**src/rtl/updown_counter_param_pkg.sv**
```systemverilog
// Shared definitions for the parametrised up/down counter.
//   MODE_WRAP / MODE_SAT : sat_mode encodings (wrap at bounds / saturate at bounds)
//   sel_e                : next-state select used by the top-level register mux
//   sel_next()           : priority encode of clr > ld_en > count
package updown_counter_param_pkg;

    localparam logic MODE_WRAP = 1'b0;
    localparam logic MODE_SAT  = 1'b1;

    typedef enum logic [1:0] {
        SelCount = 2'd0,
        SelLoad  = 2'd1,
        SelClr   = 2'd2
    } sel_e;

    // Reset is handled by the register itself; this only orders the in-service sources.
    function automatic sel_e sel_next(input logic clr, input logic ld_en);
        if (clr) begin
            return SelClr;
        end else if (ld_en) begin
            return SelLoad;
        end
        return SelCount;
    endfunction

endpackage

```
**src/rtl/updown_counter_param_if.sv**
```systemverilog
// Control/data bundle for updown_counter_param.
//   master : drives clr, ld_en, par_in, up_cnt_en, down_cnt_en, sat_mode;
//            observes par_out, carry_out, borrow_out, zero
//   slave  : the counter side of the same signals
interface updown_counter_param_if #(
    parameter int unsigned WIDTH = 8
);
    logic             clr;
    logic             ld_en;
    logic [WIDTH-1:0] par_in;
    logic             up_cnt_en;
    logic             down_cnt_en;
    logic             sat_mode;
    logic [WIDTH-1:0] par_out;
    logic             carry_out;
    logic             borrow_out;
    logic             zero;

    modport master (
        output clr, ld_en, par_in, up_cnt_en, down_cnt_en, sat_mode,
        input  par_out, carry_out, borrow_out, zero
    );

    modport slave (
        input  clr, ld_en, par_in, up_cnt_en, down_cnt_en, sat_mode,
        output par_out, carry_out, borrow_out, zero
    );
endinterface

```
**src/rtl/updown_counter_param_counter_step.sv**
```systemverilog
// Combinational single step of the counter.
//   i_cur      : current count
//   i_max_val  : terminal count
//   i_up       : increment request
//   i_down     : decrement request
//   i_sat_mode : MODE_WRAP or MODE_SAT
//   o_nxt      : next count
//   o_carry    : up-step attempted at i_max_val
//   o_borrow   : down-step attempted at zero
module updown_counter_param_counter_step
    import updown_counter_param_pkg::*;
#(
    parameter int unsigned WIDTH = 8
) (
    input  logic [WIDTH-1:0] i_cur,
    input  logic [WIDTH-1:0] i_max_val,
    input  logic             i_up,
    input  logic             i_down,
    input  logic             i_sat_mode,
    output logic [WIDTH-1:0] o_nxt,
    output logic             o_carry,
    output logic             o_borrow
);

    logic             w_up_only;
    logic             w_down_only;
    logic             w_at_max;
    logic             w_at_zero;
    logic [WIDTH-1:0] w_addend;
    logic [WIDTH-1:0] w_sum;

    assign w_up_only   = i_up & ~i_down;
    assign w_down_only = i_down & ~i_up;
    assign w_at_max    = (i_cur == i_max_val);
    assign w_at_zero   = (i_cur == '0);

    // One adder serves both directions: +1, or all-ones as two's-complement -1.
    assign w_addend = w_down_only ? '1 : WIDTH'(w_up_only);
    assign w_sum    = i_cur + w_addend;

    // Bounds are handled explicitly so a non-power-of-2 modulus wraps at i_max_val.
    always_comb begin
        o_nxt    = i_cur;
        o_carry  = 1'b0;
        o_borrow = 1'b0;
        if (w_up_only) begin
            if (w_at_max) begin
                o_carry = 1'b1;
                o_nxt   = (i_sat_mode == MODE_SAT) ? i_max_val : '0;
            end else begin
                o_nxt = w_sum;
            end
        end else if (w_down_only) begin
            if (w_at_zero) begin
                o_borrow = 1'b1;
                o_nxt    = (i_sat_mode == MODE_SAT) ? '0 : i_max_val;
            end else begin
                o_nxt = w_sum;
            end
        end
    end

endmodule

```
**src/rtl/updown_counter_param.sv**
```systemverilog
// Parametrised synchronous up/down counter with load, clear, wrap/saturate modes.
//   i_clk   : rising-edge clock
//   i_rst_n : synchronous active-low reset (overrides everything)
//   bus     : slave side of updown_counter_param_if
//             (clr, ld_en, par_in, up_cnt_en, down_cnt_en, sat_mode in;
//              par_out, carry_out, borrow_out registered out; zero combinational out)
module updown_counter_param
    import updown_counter_param_pkg::*;
#(
    parameter int unsigned      WIDTH   = 8,
    parameter logic [WIDTH-1:0] MAX_VAL = {WIDTH{1'b1}},
    parameter logic [WIDTH-1:0] RST_VAL = '0
) (
    input logic                  i_clk,
    input logic                  i_rst_n,
    updown_counter_param_if.slave bus
);

    logic [WIDTH-1:0] r_count;
    logic             r_carry;
    logic             r_borrow;

    sel_e             w_sel;
    logic [WIDTH-1:0] w_load_val;
    logic [WIDTH-1:0] w_step_nxt;
    logic             w_step_carry;
    logic             w_step_borrow;

    assign w_sel      = sel_next(bus.clr, bus.ld_en);
    // Out-of-range loads clamp to the terminal count.
    assign w_load_val = (bus.par_in > MAX_VAL) ? MAX_VAL : bus.par_in;

    updown_counter_param_counter_step #(
        .WIDTH (WIDTH)
    ) u_step (
        .i_cur      (r_count),
        .i_max_val  (MAX_VAL),
        .i_up       (bus.up_cnt_en),
        .i_down     (bus.down_cnt_en),
        .i_sat_mode (bus.sat_mode),
        .o_nxt      (w_step_nxt),
        .o_carry    (w_step_carry),
        .o_borrow   (w_step_borrow)
    );

    always_ff @(posedge i_clk) begin
        if (!i_rst_n) begin
            r_count  <= RST_VAL;
            r_carry  <= 1'b0;
            r_borrow <= 1'b0;
        end else begin
            unique case (w_sel)
                SelClr: begin
                    r_count  <= RST_VAL;
                    r_carry  <= 1'b0;
                    r_borrow <= 1'b0;
                end
                SelLoad: begin
                    r_count  <= w_load_val;
                    r_carry  <= 1'b0;
                    r_borrow <= 1'b0;
                end
                SelCount: begin
                    r_count  <= w_step_nxt;
                    r_carry  <= w_step_carry;
                    r_borrow <= w_step_borrow;
                end
                default: begin
                    r_count  <= r_count;
                    r_carry  <= 1'b0;
                    r_borrow <= 1'b0;
                end
            endcase
        end
    end

    assign bus.par_out    = r_count;
    assign bus.carry_out  = r_carry;
    assign bus.borrow_out = r_borrow;
    assign bus.zero       = (r_count == '0);

endmodule

```
**src/flat_wrapper.sv**
```systemverilog
// flat-port wrapper written by rule: the top's interface ports become plain ports
module updown_counter_param_flat import updown_counter_param_pkg::*;
#(
    parameter int unsigned      WIDTH   = 8,
    parameter logic [WIDTH-1:0] MAX_VAL = {WIDTH{1'b1}},
    parameter logic [WIDTH-1:0] RST_VAL = '0
)
  (i_clk, i_rst_n, bus_clr, bus_ld_en, bus_par_in, bus_up_cnt_en, bus_down_cnt_en, bus_sat_mode, bus_par_out, bus_carry_out, bus_borrow_out, bus_zero);
  updown_counter_param_if #(.WIDTH(WIDTH)) bus_i ();
  input logic i_clk;
  input logic i_rst_n;
  input wire logic [$bits(bus_i.clr)-1:0] bus_clr;
  input wire logic [$bits(bus_i.ld_en)-1:0] bus_ld_en;
  input wire logic [$bits(bus_i.par_in)-1:0] bus_par_in;
  input wire logic [$bits(bus_i.up_cnt_en)-1:0] bus_up_cnt_en;
  input wire logic [$bits(bus_i.down_cnt_en)-1:0] bus_down_cnt_en;
  input wire logic [$bits(bus_i.sat_mode)-1:0] bus_sat_mode;
  output wire logic [$bits(bus_i.par_out)-1:0] bus_par_out;
  output wire logic [$bits(bus_i.carry_out)-1:0] bus_carry_out;
  output wire logic [$bits(bus_i.borrow_out)-1:0] bus_borrow_out;
  output wire logic [$bits(bus_i.zero)-1:0] bus_zero;
  assign bus_i.clr = bus_clr;
  assign bus_i.ld_en = bus_ld_en;
  assign bus_i.par_in = bus_par_in;
  assign bus_i.up_cnt_en = bus_up_cnt_en;
  assign bus_i.down_cnt_en = bus_down_cnt_en;
  assign bus_i.sat_mode = bus_sat_mode;
  assign bus_par_out = bus_i.par_out;
  assign bus_carry_out = bus_i.carry_out;
  assign bus_borrow_out = bus_i.borrow_out;
  assign bus_zero = bus_i.zero;
  updown_counter_param #(.WIDTH(WIDTH), .MAX_VAL(MAX_VAL), .RST_VAL(RST_VAL)) u_core (.i_clk(i_clk), .i_rst_n(i_rst_n), .bus(bus_i));
endmodule
```
**config.mk**
```make
export PLATFORM = sky130hd
export DESIGN_NAME = updown_counter_param_flat
export DESIGN_NICKNAME = d
export VERILOG_FILES = /design/src/rtl/updown_counter_param_pkg.sv /design/src/rtl/updown_counter_param_if.sv /design/src/rtl/updown_counter_param_counter_step.sv /design/src/rtl/updown_counter_param.sv /design/src/flat_wrapper.sv
export SDC_FILE = /design/constraint.sdc
export NUM_CORES = 1
export LEC_CHECK = 0
export ABC_AREA = 1
export CAP_MARGIN = 40
export CORE_MARGIN = 8
export CORE_UTILIZATION = 40
export CTS_CLUSTER_SIZE = 14
export DETAILED_ROUTE_END_ITERATION = 8
export PLACE_DENSITY = 0.65
export SYNTH_ARGS = -nofsm -noshare
export SYNTH_HDL_FRONTEND = slang
export SYNTH_SLANG_ARGS = --single-unit
```
**constraint.sdc**
```tcl
create_clock -name i_clk -period 2.5 [get_ports i_clk]
set_input_delay 0.75 -clock i_clk [delete_from_list [all_inputs] [get_ports i_clk]]
set_output_delay 0.75 -clock i_clk [all_outputs]
set_load 0.02 [all_outputs]
```
==> results_dict.tcl, run 1 <==
set metrics [dict create \
    clk_pin_slew_ns 0.06 \
    critPathMaxStageDelay_ns 0.61 \
    relSlewSlack_pct 70.8 \
    leakage_nw 0.888 \
    core_um2 2980 \
    post-route-period-util_pct 91.6 \
    gp_congestion 0.865 \
    start_kind "flop" \
    r2r_start "u_core.bus.par_out[1]" \
    postSynthAreaPerCell_um2 5.75 \
    ys_ff_latch 10 \
    antenna_found_initial 0 \
    die-width_um 71.2 \
    insertion_delay_ns 0.25 \
    synth_area_leaders "nand2_1, dfxtp_1, nand3_1" \
    cp_num_buf_inv 2 \
    max_freq_ghz 0.437 \
    postCtsHoldBufs 0 \
    drtPass1Iterations 4 \
    netlist_instances 212 \
    syn_area_um2 1220 \
    ys_seq_area_share_pct 16.4 \
    final_nets 284 \
    clock-sinks 10 \
    r2r_cells 14 \
    grt_setup_unrepaired "no" \
    min_delay_path_depth 2 \
    io-pin-count 26 \
    overflow 0 \
    grt_use_met3_pct 1.12 \
    drive_gt1_share_pct 26.4 \
    postRouteAntennaNets 0 \
    fin_area_um2 1740 \
    hp-class "reg -> reg" \
    post-cts-setup-buffers 0 \
    layout_setup_ws_ns 0.209 \
    post_synth_num_cell_types 30 \
    worstSetupStartpoint "u_core.bus.par_out[0]" \
    antennaDiodeCount 0 \
    r2r_slack_ns 0.75 \
    portBuffers 25 \
    hold_slack_ns 0.617 \
    final-setup-viol-count 0 \
    yosys_warnings 0 \
    required_ns 1.75 \
    fin_crit_ns 2.29 \
    die-height_um 71.2 \
    first_global_vias 1332 \
    drv_slew 0 \
    stdcell_count 294 \
    placed_cells 291 \
    viasPerCell 4.72 \
    fin_skew_ns 0.00683 \
    synth_top_area_share_pct 22.8 \
    synth_most_common_cell "nand2_1" \
    dp_slack_ns -0.408 \
    power_density_nw_per_um2 376 \
    cts_made_buffers 3 \
    finalHoldViolCount 0 \
    rows 20 \
    synth_edf_count 0 \
    grt_max_degree 16 \
    syn2layout_area_growth_pct 42.4 \
    drt-total-wl_um 3360 \
    worstPathArrival_ns 1.54 \
    critPathSlowestCell "clkdlybuf4s50_1" \
    synthTopCellsByCount "nand2_1, inv_1, nand3_1, nor2_1" \
    cp-end-kind "output port" \
    htreeDepth 1 \
    ys.flop_type "dfxtp_1" \
    cts_tree "yes" \
    drc 0 \
    synth_largest_area_cell "nand2_1" \
    track_usage_pct 13.7 \
    peakVddDrop_uv 256 \
    min_to "u_core.bus.par_out[0]" \
    drv_cap 0 \
    post-dp-hpwl_um 2880 \
    top_usage_layer "met2" \
    synthArstFlopShare_pct 0 \
    synth_nets 233 \
    fill_cells 298 \
    tightest_slew_ns 0.437 \
    use_met1_pct 18.6 \
    wl_per_cell_um 11.4 \
    status "complete, no violations" \
    min-delay-start "u_core.bus.par_out[0]" \
    crit_chain "inv_1, nand4_1, nor2_2, clkdlybuf4s50_1" \
    cts_buffer_depth 2 \
    design.die.area_um2 5070 \
    drtIter0Drc 91 \
    via_count 1387 \
    clock-root-buffer "clkbuf_4" \
    critical_path.top_delay_family "buffers and inverters" \
    grt_first_pass_wirelength_um 5890 \
    r2r-end "u_core.bus.par_out[4]" \
    crit_path_max_fanout 4 \
    place_area_um2 1670 \
    critical_path_class "reg -> out" \
    gr-usage-met2_pct 23.0 \
    initial_core_util_pct 41.0 \
]
[cell families (layout without fill, tap and decap cells)]
kind of cell               Yosys count  after routing  synth area share (%)
AOI/OAI and AO/OA                   25             25                  12.7
xor gates and xnor gates             2              2                  1.44
adders and majority gates            6              6                  6.15
buffers and inverters               36             85                  12.2
DFF                                 10             10                  16.4
and+or+nand+nor                    133            133                  51.1
[stage by stage]
step / power (mW) / utilization, % / TNS, ns
floorplan: 0.400 / - / 0
global placement: 0.545 / 56.1 / -2.27
detailed placement: 0.544 / 56.1 / -2.52
CTS: 0.656 / 57.8 / -0.0225
global route: 0.705 / 58.3 / 0
finish: 0.653 / 58.3 / 0
[worst max-delay path by stage]
| stage | cells after the start | end | slack (ns) |
|---|---|---|---|
| finish | 4 | bus_zero | 0.21 |
| global route | 16 | u_core.bus.par_out[6] | 0.1 |
| CTS | 16 | u_core.bus.par_out[7] | -0.01 |
| detailed placement | 16 | u_core.bus.par_out[6] | -0.41 |
| global placement | 13 | u_core.bus.par_out[2] | -0.38 |
| floorplan | 16 | u_core.bus.par_out[6] | 0.22 |
[repair_timing]
action | CTS | global route
pin swaps | 1 | 0
resized for setup | 7 | 9
setup endpoints to repair | 6 | 6
[worst min-delay path, delay by kind of cell, from the launching register on]
family,cells,cell delay [ns]
AOI/OAI and AO/OA,2,0.22
DFF,1,0.35
[cells in the final DEF, fill, tap and decap left out, types with 3 or more instances in the layout]
master           synthesis  layout
nor2_2                   4       5
a31oi_1                  4       4
o21ai_1                  4       6
nand2_1                 74      73
inv_1                   24      22
inv_2                    8       9
clkbuf_4                 0       3
a21oi_2                  3       3
nand3_1                 22      21
o21ai_0                  9       7
buf_4                    1      24
clkdlybuf4s50_1          0      23
nand2_2                 10      11
ha_1                     6       4
nor2_1                  11      10
dfxtp_1                 10      10
[flip-flops by register name, indices dropped and copies added (netlist names)]
| register | flops |
|---|---|
| u_core.bus.par_out | 8 |
| u_core.bus.borrow_out | 1 |
| u_core.bus.carry_out | 1 |
[power breakdown]
group | internal [mW] | total (mW) | switching, mW
Clock | 0.0551 | 0.102 | 0.0466
Combinational | 0.170 | 0.373 | 0.202
Sequential | 0.171 | 0.178 | 0.00756
Total | 0.396 | 0.653 | 0.257
[metal layers]
layer,vias to the layer above,part of all wire [%]
li1,773,-
met1,587,50
met4,0,0.42
met2,25,47
met5,-,0
met3,2,2.9
[layout make-up]
type | instances | area (um^2) | share of cell area, %
multi-input cells | 166 | 906 | 52.2
repair buffers | 50 | 443 | 25.5
flip-flops and latches | 10 | 200 | 11.5
inverters | 32 | 124 | 7.13
well taps | 33 | 41.3 | 2.38
clock buffers | 3 | 22.5 | 1.30
(Power assumes the default switching activity.)
==> inputs of run 2 (changes only) <==
Settings changed: CTS_BUF_LIST from default to sky130_fd_sc_hd__clkbuf_2.
==> run 2 against run 1 <==
Net effect:
- non-clock buffer count did not move
- maximum frequency rose by 0.30%
- power decreased by 3.7%
- first-iteration DRC count rose by 22%
- sequential share of layout area grew 0.084 points
- critical path depth did not move
- core utilization decreased by 0.42 points
- global-route usage about the same
- critical endpoint unchanged
- largest cell class unchanged
==> results_dict.tcl, run 2 (synthesis gave the netlist of run 1 again) <==
set metrics [dict create \
    postCtsHoldBufs 0 \
    status "complete, no violations" \
    hp-class "reg -> reg" \
    place_area_um2 1670 \
    antennaDiodeCount 0 \
    r2r_start "u_core.bus.par_out[1]" \
    fill_cells 303 \
    clock-sinks 10 \
    fin_skew_ns 0.00806 \
    track_usage_pct 13.7 \
    drt-total-wl_um 3320 \
    max_freq_ghz 0.438 \
    power_density_nw_per_um2 365 \
    leakage_nw 0.888 \
    tns_ns 0 \
    cts_buffer_depth 2 \
    crit_cells 4 \
    r2r_slack_ns 0.77 \
    setup.worst_path.end "bus_zero" \
    required_ns 1.75 \
    post-cts-setup-buffers 0 \
    layout_common_cells "nand2_1, buf_4, clkdlybuf4s50_1, inv_1, nand3_1" \
    critical_path.top_delay_family "buffers and inverters" \
    gp_congestion 0.865 \
    die-height_um 71.2 \
    cts_tree "yes" \
    clock-root-buffer "clkbuf_2" \
    antenna_found_initial 0 \
    grt_first_pass_wirelength_um 5870 \
    cts_made_buffers 3 \
    syn2layout_area_growth_pct 41.3 \
    r2r_cells 14 \
    cp-end-kind "output port" \
    drtPass1Iterations 4 \
    final-setup-viol-count 0 \
    multi_input_area_um2 908 \
    first_global_vias 1330 \
    worstSetupStartpoint "u_core.bus.par_out[0]" \
    grt_max_degree 16 \
    tightest_slew_ns 0.437 \
    placed_cells 291 \
    fin_crit_ns 2.28 \
    crit_chain "inv_1, nand4_1, nor2_2, clkdlybuf4s50_1" \
    clk_pin_slew_ns 0.09 \
    critical_path_class "reg -> out" \
    drv_slew 0 \
    via_count 1389 \
    hold_slack_ns 0.622 \
    finalPower_mw 0.629 \
    relSlewSlack_pct 70.8 \
    core_um2 2980 \
    largest_reg_flops 8 \
    post-route-period-util_pct 91.4 \
    start_kind "flop" \
    fin_area_um2 1720 \
    final_nets 284 \
    initial_core_util_pct 41.0 \
    io-pin-count 26 \
    overflow 0 \
    worstPathArrival_ns 1.53 \
    wl_per_cell_um 11.3 \
    htreeDepth 1 \
    r2r-end "u_core.bus.par_out[4]" \
    ff_latch_area_um2 200 \
    drive_gt1_share_pct 25.7 \
    cp_num_buf_inv 2 \
    peakVddDrop_uv 256 \
    die-width_um 71.2 \
    drc 0 \
    postRouteAntennaNets 0 \
    drv_cap 0 \
    critPathSlowestCell "clkdlybuf4s50_1" \
    final_common_cell "nand2_1" \
    design.die.area_um2 5070 \
    portBuffers 25 \
    critPathMaxStageDelay_ns 0.61 \
    viasPerCell 4.72 \
    drtIter0Drc 111 \
    grt_setup_unrepaired "no" \
    stdcell_count 294 \
    finalHoldViolCount 0 \
    crit_path_max_fanout 4 \
    insertion_delay_ns 0.23 \
    post-dp-hpwl_um 2880 \
    rows 20 \
]
[run 2: cell types whose count changed in the layout (fill, tap and decap cells not counted)]
cell        delta
buf_6          +1
buf_8          -1
clkbuf_2       +3
clkbuf_4       -3
clkinvlp_4     -1
inv_2          +1
nand2_1        +1
nand2_2        -1
nor2_1         +1
nor2_2         -1
o21bai_2       -1
o21bai_4       +1
[run 2: final cells by class]
cell class	count	share of cell area (%)
multi-input combinational	166	52.7
timing repair buffer	50	25.5
sequential	10	11.6
inverter	32	6.97
tap	33	2.39
clock buffer	3	0.871
[run 2: where the power goes]
part           total [mW]  switching [mW]  internal, mW
combinational       0.370           0.201         0.170
clock              0.0803          0.0475        0.0328
sequential          0.178         0.00756         0.171
total               0.629           0.256         0.373
[run 2: what timing repair did]
item	4_1_cts	5_1_grt
setup endpoints to repair	6	6
pin swaps	2	1
resized for setup	5	9
[run 2: stage by stage]
step	utilization, %	worst slack, ns
after global placement	56.1	-0.383
final	57.9	0.216
after CTS	57.2	-0.00586
after floorplan	-	0.221
after global routing	57.9	0.116
after detailed placement	56.1	-0.408
[run 2: worst reg2reg max path: cells and delay by family (launching register included)]
| family | cells | cell delay [ns] |
|---|---|---|
| simple gates | 9 | 0.60 |
| flops | 1 | 0.35 |
| compound gates | 2 | 0.25 |
| buf+inv | 2 | 0.24 |
| fa+ha+maj | 1 | 0.19 |
[run 2: worst min-delay path by stage]
stage / startpoint / to / cells past startpoint
5_1_grt: u_core.bus.par_out[0] / u_core.bus.par_out[0] / 2
4_1_cts: u_core.bus.par_out[0] / u_core.bus.par_out[0] / 2
3_3_place_gp: u_core.bus.par_out[0] / u_core.bus.par_out[0] / 2
3_5_place_dp: u_core.bus.par_out[0] / u_core.bus.par_out[0] / 2
6_report: u_core.bus.par_out[0] / u_core.bus.par_out[0] / 2
2_1_floorplan: u_core.bus.par_out[3] / u_core.bus.par_out[3] / 2
[run 2: layer usage]
| layer | global-route usage (%) | vias to the layer above | routed length [um] |
|---|---|---|---|
| met3 | 1.12 | 2 | 128 |
| met4 | 2.77 | 0 | 14 |
| met5 | 0 | - | 0 |
| met2 | 23.0 | 28 | 1550 |
| li1 | - | 774 | - |
| met1 | 18.5 | 585 | 1630 |
==> inputs of run 3 (changes only) <==
Settings changed: CORE_UTILIZATION 40 to 53, PLACE_DENSITY 0.65 to 0.83, REMOVE_ABC_BUFFERS from default to 1.
==> run 3 against run 2 <==
Net effect:
- via count is 6.0% higher
- hold slack got worse by 0.010 ns
- first-iteration DRC count decreased by 25%
- non-clock buffer count up 3
- core utilization rose by 21 points
- clock power increased by 4.4%
- global-route usage is 2.7 points higher
- maximum frequency fell by 3.9%
- sequential power is essentially flat
- cell count fell by 0.68%
- cell area decreased by 0.14%
==> results_dict.tcl, run 3 (synthesis gave the netlist of run 1 again) <==
set metrics [dict create \
    drc 0 \
    post-route-period-util_pct 95.0 \
    cts_buffer_depth 2 \
    fill_cells 177 \
    fin_crit_ns 2.38 \
    placed_cells 284 \
    cp-end-kind "output port" \
    hold_slack_ns 0.612 \
    stdcell_count 292 \
    drive_gt1_share_pct 26.1 \
    power_density_nw_per_um2 368 \
    finalPower_mw 0.633 \
    max_freq_ghz 0.421 \
    required_ns 1.75 \
    dp_slack_ns -0.429 \
    clock-root-buffer "clkbuf_2" \
    clock-sinks 10 \
    post-route-util_pct 78.6 \
    rows 17 \
    grt_max_degree 16 \
    final-setup-viol-count 0 \
    antennaDiodeCount 0 \
    wl_per_cell_um 11.5 \
    die-width_um 64.0 \
    place_area_um2 1650 \
    use_met1_pct 20.9 \
    antenna_found_initial 0 \
    viasPerCell 5.04 \
    peakVddDrop_uv 325 \
    cts_made_buffers 3 \
    layout_setup_ws_ns 0.124 \
    grt_setup_unrepaired "yes" \
    postCtsHoldBufs 0 \
    design.die.area_um2 4090 \
    first_global_vias 1372 \
    crit_path_max_fanout 5 \
    tns_ns 0 \
    grt_first_pass_wirelength_um 5830 \
    final_common_cell "nand2_1" \
    via_count 1473 \
    core_um2 2190 \
    start_kind "flop" \
    track_usage_pct 16.4 \
    multi_input_area_um2 886 \
    leakage_nw 0.894 \
    postRouteAntennaNets 0 \
    worstPathArrival_ns 1.63 \
    layout_common_cells "nand2_1, buf_4, clkdlybuf4s50_1, nand3_1, inv_1" \
    fin_skew_ns 0.00209 \
    drtIter0Drc 83 \
    ff_latch_area_um2 200 \
    cts_tree "yes" \
    drv_slew 0 \
    critical_path_class "reg -> out" \
    drv_cap 0 \
    hp-class "reg -> reg" \
    overflow 0 \
    drtPass1Iterations 4 \
    tightest_slew_ns 0.427 \
    finalHoldViolCount 0 \
    gp_congestion 0.910 \
    drt-total-wl_um 3350 \
    status "complete, no violations" \
    post-dp-hpwl_um 2750 \
    gr-usage-met2_pct 28.1 \
    syn2layout_area_growth_pct 41.1 \
    final_nets 287 \
    relSlewSlack_pct 71.4 \
    grt_use_met3_pct 2.44 \
    insertion_delay_ns 0.25 \
    die-height_um 64.0 \
    portBuffers 25 \
    fin_area_um2 1720 \
    largest_reg_flops 8 \
    initial_core_util_pct 55.7 \
    io-pin-count 26 \
    clk_pin_slew_ns 0.09 \
    top_usage_layer "met2" \
    htreeDepth 1 \
]
==> run 3: power breakdown <==
part | leakage (nW) | switching, mW | internal [mW] | total [mW]
combinational | 0.799 | 0.200 | 0.169 | 0.368
clock | 0.0125 | 0.0510 | 0.0327 | 0.0838
sequential | 0.0820 | 0.0101 | 0.171 | 0.181
==> run 3: path summary, 6_finish.rpt <==
check	startpoint	end	cells past startpoint	slack, ns
setup / recovery	u_core.bus.par_out[7]	bus_zero	4	0.12
hold / removal	u_core.bus.par_out[6]	u_core.bus.par_out[6]	2	0.61
setup reg to reg	u_core.bus.par_out[1]	u_core.bus.par_out[2]	12	0.76
hold reg to reg	u_core.bus.par_out[6]	u_core.bus.par_out[6]	2	0.61
==> run 3: routing by layer <==
metal	wire length [um]	share of wire, %	vias up
met5	0	0	-
met4	23	0.69	0
met2	1550	46	49
li1	-	-	785
met1	1610	48	635
met3	172	5.1	4
==> run 3: timing repair <==
item | CTS | global route
gates resized for setup | 9 | 4
endpoints found under the setup margin | 6 | 4
pin swaps | 1 | 1
setup buffers | 0 | 5
==> run 3: worst max-delay path: stages, from the launching register on <==
cell	delay (ns)
dfxtp_1	0.37
nor2_1	0.15
nand3_1	0.10
nor2_2	0.15
clkdlybuf4s50_1	0.62
==> run 3: cell type report <==
type | count | area share (%)
multi-input combinational | 166 | 51.5
timing repair buffer | 53 | 26.8
sequential | 10 | 11.6
inverter | 32 | 7.19
tap | 28 | 2.03
clock buffer | 3 | 0.872
